$ cat config.mk
export PLATFORM = sky130hd
export DESIGN_NAME = lock_supervisor
export DESIGN_NICKNAME = d
export VERILOG_FILES = /design/src/rtl/lock_pkg.sv /design/src/rtl/lock_timer.sv /design/src/rtl/lock_supervisor.sv
export SDC_FILE = /design/constraint.sdc
export NUM_CORES = 1
export LEC_CHECK = 0
export ABC_CLOCK_PERIOD_IN_PS = 1600
export CORE_MARGIN = 4
export CORE_UTILIZATION = 45
export CTS_CLUSTER_DIAMETER = 80
export DETAILED_ROUTE_END_ITERATION = 8
export GPL_TIMING_DRIVEN = 0
export PLACE_DENSITY = 0.81
export SETUP_SLACK_MARGIN = 0.2
export SLEW_MARGIN = 20
export SYNTH_ARGS = -nofsm -noshare
export SYNTH_HDL_FRONTEND = slang
export SYNTH_SLANG_ARGS = --single-unit
$ cat constraint.sdc
create_clock -name clk5 -period 1.6 [get_ports clk5]
set_input_delay 0.32 -clock clk5 [delete_from_list [all_inputs] [get_ports clk5]]
set_output_delay 0.32 -clock clk5 [all_outputs]
set_load 0.005 [all_outputs]
$ cat src/rtl/lock_pkg.sv
// Shared definitions for the keypad lock: supervisor state encoding and the
// keycode constants used by the code FSM.
package lock_pkg;

  typedef enum logic [1:0] {
    LOCKED  = 2'd0,
    OPEN    = 2'd1,
    LOCKOUT = 2'd2,
    ALARM   = 2'd3
  } lock_state_e;

  localparam logic [3:0] KEY_CLEAR = 4'hA;
  localparam logic [3:0] KEY_ENTER = 4'hB;

endpackage

$ cat src/rtl/lock_timer.sv
// Loadable down-counter shared by the supervisor's timed states; it holds at
// zero and reports expiry while the count is zero.
module lock_timer #(
  parameter int W = 8
) (
  input  logic         clk5,
  input  logic         reset,
  input  logic         load,
  input  logic [W-1:0] load_value,
  output logic         expired
);

  logic [W-1:0] count_q, count_d;

  always_comb begin
    count_d = count_q;
    if (load) begin
      count_d = load_value;
    end else if (count_q != '0) begin
      count_d = count_q - W'(1);
    end
  end

  always_ff @(posedge clk5) begin
    if (reset) begin
      count_q <= '0;
    end else begin
      count_q <= count_d;
    end
  end

  assign expired = (count_q == '0);

endmodule

$ cat src/rtl/lock_supervisor.sv
// Supervisor above the keypad code FSM: owns the lock actuator, enforces the
// bad-attempt lockout via override, auto-relocks, and latches an alarm.
module lock_supervisor
  import lock_pkg::*;
#(
  parameter int MAX_ATTEMPTS   = 3,
  parameter int LOCKOUT_CYCLES = 150,
  parameter int RELOCK_CYCLES  = 50,
  parameter int MAX_LOCKOUTS   = 2
) (
  input  logic       clk5,
  input  logic       reset,
  input  logic       lock_pulse,
  input  logic       attempt_pulse,
  input  logic       new_key,
  input  logic       alarm_ack,
  output logic       override,
  output logic       lock_open,
  output logic       alarm,
  output logic [3:0] bad_count,
  output logic [2:0] lockout_count
);

  localparam int TMAX = (LOCKOUT_CYCLES > RELOCK_CYCLES) ? LOCKOUT_CYCLES : RELOCK_CYCLES;
  localparam int TW   = $clog2(TMAX + 1);

  localparam logic [TW-1:0] RELOCK_LOAD  = TW'(RELOCK_CYCLES - 1);
  localparam logic [TW-1:0] LOCKOUT_LOAD = TW'(LOCKOUT_CYCLES - 1);

  lock_state_e state_q, state_d;
  logic [3:0]  bad_q, bad_d;
  logic [2:0]  lockouts_q, lockouts_d;
  logic        recover_q, recover_d;

  logic          timer_load;
  logic [TW-1:0] timer_value;
  logic          timer_expired;

  logic [3:0] bad_inc;
  logic [2:0] lockouts_inc;
  logic       attempts_hit;
  logic       lockouts_hit;

  lock_timer #(.W(TW)) u_timer (
    .clk5       (clk5),
    .reset      (reset),
    .load       (timer_load),
    .load_value (timer_value),
    .expired    (timer_expired)
  );

  // Saturating increments; limits are compared against the post-increment value.
  assign bad_inc      = (bad_q == 4'hF) ? bad_q : bad_q + 4'd1;
  assign lockouts_inc = (lockouts_q == 3'h7) ? lockouts_q : lockouts_q + 3'd1;
  assign attempts_hit = (bad_inc == 4'(MAX_ATTEMPTS));
  assign lockouts_hit = (({1'b0, lockouts_q} + 4'd1) == 4'(MAX_LOCKOUTS));

  always_ff @(posedge clk5) begin
    if (reset) begin
      state_q    <= LOCKED;
      bad_q      <= '0;
      lockouts_q <= '0;
      recover_q  <= 1'b0;
    end else begin
      state_q    <= state_d;
      bad_q      <= bad_d;
      lockouts_q <= lockouts_d;
      recover_q  <= recover_d;
    end
  end

  always_comb begin
    state_d     = state_q;
    bad_d       = bad_q;
    lockouts_d  = lockouts_q;
    recover_d   = 1'b0;
    timer_load  = 1'b0;
    timer_value = RELOCK_LOAD;
    case (state_q)
      LOCKED: begin
        // lock_pulse has priority; a coincident attempt_pulse is dropped.
        if (lock_pulse) begin
          state_d     = OPEN;
          timer_load  = 1'b1;
          timer_value = RELOCK_LOAD;
          bad_d       = '0;
          lockouts_d  = '0;
        end else if (attempt_pulse) begin
          bad_d = bad_inc;
          if (attempts_hit) begin
            lockouts_d = lockouts_inc;
            if (lockouts_hit) begin
              state_d = ALARM;
            end else begin
              state_d     = LOCKOUT;
              timer_load  = 1'b1;
              timer_value = LOCKOUT_LOAD;
            end
          end
        end
      end
      OPEN: begin
        if (lock_pulse) begin
          state_d = LOCKED;
        end else if (new_key) begin
          timer_load  = 1'b1;
          timer_value = RELOCK_LOAD;
        end else if (timer_expired) begin
          state_d = LOCKED;
        end
      end
      LOCKOUT: begin
        if (timer_expired) begin
          state_d = LOCKED;
          bad_d   = '0;
        end
      end
      ALARM: begin
        if (alarm_ack) begin
          state_d    = LOCKED;
          bad_d      = '0;
          lockouts_d = '0;
        end
      end
      default: begin
        state_d   = LOCKED;
        recover_d = 1'b1;
      end
    endcase
  end

  always_comb begin
    override      = (state_q == LOCKOUT) || (state_q == ALARM) || recover_q;
    lock_open     = (state_q == OPEN);
    alarm         = (state_q == ALARM);
    bad_count     = bad_q;
    lockout_count = lockouts_q;
  end

endmodule

==> metrics.cfg <==
[drt]
wl_per_cell_um = 13.9
num_vias = 1080
wirelength_um = 2650
via_per_inst = 5.65
drc_errors = 0
dr.pass1.iters = 4
ant_nets = 0
drt-initial-drc-count = 47

[setup_path]
worstSetupStartpointType = register
cp_top_family = simple AND/OR/NAND/NOR gates
cpPeakStageDelay_ns = 0.46
cp.required_ns = 1.74
crit_type = reg2reg
crit_chain = inv_4 -> ha_4 -> or4b_4 -> or2_4 -> a211oi_2 -> a21o_2 -> a211oi_1
worstPathMaxFanout = 4
crit_buf_inv = 1
critPathSlowestCell = or4b_4
crit_path_end_kind = register
cp_data_arrival_time_ns = 2.00

[clock_network]
insertion_delay_ns = 0.28
cts_root_buf = clkbuf_4
cts.sinks = 17
cts_made_buffers = 3
cts_max_level = 1
clkTransAtPathRegs_ns = 0.10
cts_buffer_depth = 2
hold_buffers = 0
cts_tree = yes

[die]
rows = 17
io_pins = 16
start_util_pct = 46.7
die_y_um = 55.7
die_w_um = 55.7
die_area_um2 = 3100
core_um2 = 2190

[yosys]
ys_seq_area_share_pct = 33.3
synth_top_flop_cell = dfxtp_1
ys_seq_elements = 17
yosysWarnings = 0
async_flop_share_pct = 0
syn_area_um2 = 1020
synth_edf_count = 0
synth_area_per_cell_um2 = 8.19
syn_inst = 125
netlist-cell-type-count = 40
syn-num-nets = 137

[place]
io_buffers = 15
dpl_cell_area_um2 = 1250
dp_worst_setup_slack_ns = -0.443
gp_congestion = 0.817
dpl.hpwl_um = 1640

[sta]
period_share_pct = 116
finalWorstSetupSlack_ns = -0.258
setup_tns_ns = -2.46
setup_viol = 14
finalHoldViolations = 0
grt_setup_unrepaired = yes
finalCriticalPeriod_ns = 1.86
fmax_ghz = 0.538
hold_ws_ns = 0.496
skew_ns = 0.00612
worstMarginPinSlew_ns = 0.490
relSlewSlack_pct = 67.3
slew_viol_final = 0

[global_route]
grt-ovfl-total = 0
grt_pass1_vias = 1024
antenna_found_initial = 0
groute.usage.overall_pct = 16.3
grt_pass1_wl_um = 4240
grt_max_degree = 11

[finish]
layout.nets = 176
fill_cells = 169
drive_gt1_share_pct = 37.4
synthToLayoutAreaGrowth_pct = 47.7
mostFrequentLayoutCells = buf_4, nand2_1, nor2_1, a21oi_1, dfxtp_1
antenna_cells = 0
final_area_um2 = 1510
layout_commonest_cell = buf_4

[power]
power_density_nw_per_um2 = 827
p_total_uw = 1250
power.leakage_uw = 0.000619
irDropWorstVdd_mv = 0.458

[hold_path]
hold_class = reg2reg

[status]
status = complete, but fails checks
violations = negative setup slack

[run]
maxCapViolCount = 0

worst reg2reg max path: cells and delay by family (launching register included):
kind                       cells  cell delay [ns]
adders and majority gates      1             0.12
and+or+nand+nor                2             0.71
buffers and inverters          1             0.07
AOI/OAI and AO/OA              3             0.46
DFF                            1             0.37
cells by family after synthesis:
logic type	share of synthesized area [%]
compound gates	19.2
fa+ha+maj	7.33
mux	2.93
flops	33.3
xor+xnor	5.99
simple gates	27.0
buf+inv	4.28
final timing paths:
check	depth (start not counted)	slack, ns	start	endpoint
worst max-delay path	7	-0.26	u_timer.count_q[0]	bad_count[2]
worst min-delay path	2	0.50	lockout_count[0]	lockout_count[0]
worst max register to register	7	-0.26	u_timer.count_q[0]	bad_count[2]
worst min register to register	2	0.50	lockout_count[0]	lockout_count[0]
where the power goes:
part	internal, uW	total (uW)	switching, uW	leakage (uW)
clock	96.5	220	124	0.0000150
combinational	273	519	246	0.000459
sequential	467	511	43.7	0.000145
total	836	1250	413	0.000619
what timing repair did:
| item | 4_1_cts | 5_1_grt |
|---|---|---|
| setup buffers | 12 | 7 |
| resized for setup | 37 | 15 |
| setup endpoints to repair | 27 | 22 |
| pin swaps | 7 | 6 |
| gates cloned | 0 | 0 |
layout make-up:
class                      count  area, um^2  share of cell area, %
multi-input combinational     97         737                   48.8
timing repair buffer          34         277                   18.3
sequential                    17         368                   24.3
inverter                       5        21.3                   1.41
clock buffer                   4        26.3                   1.74
tap                           28        35.0                   2.32
buffer                         6        47.5                   3.15
sequential cells by signal, summed over array words and instances (netlist names):
signal           cells
state_q              2
u_timer.count_q      8
lockout_count        3
bad_count            4
synthesized netlist by cell type, types with 2 or more instances:
library cell | count | area [um^2]
a211oi_1 | 3 | 22.5
a21oi_1 | 10 | 50.1
a311oi_1 | 2 | 17.5
and2_1 | 2 | 12.5
buf_2 | 2 | 10.0
clkbuf_1 | 4 | 15.0
dfxtp_1 | 17 | 340
ha_1 | 6 | 75.1
inv_1 | 5 | 18.8
mux2i_1 | 3 | 30.0
nand2_1 | 14 | 52.6
nand2b_1 | 5 | 31.3
nor2_1 | 10 | 37.5
nor2b_1 | 2 | 12.5
nor3_1 | 6 | 30.0
o21ai_0 | 4 | 20.0
or3_1 | 2 | 12.5
xnor2_1 | 4 | 35.0
xor2_1 | 3 | 26.3
stage by stage:
stage          util, %  cells
2_1_floorplan        -    125
3_3_place_gp      57.1    168
3_5_place_dp      57.1    168
4_1_cts           64.4    184
5_1_grt           69.0    191
6_report          69.0    191
routing by layer:
metal | GRT usage [%] | share of wire, % | up-vias
met5 | 0 | 0 | -
met4 | 5.90 | 0.72 | 0
met3 | 3.02 | 4.8 | 4
met2 | 29.7 | 55 | 45
met1 | 18.8 | 40 | 510
li1 | - | - | 521
(Power assumes the default switching activity.)
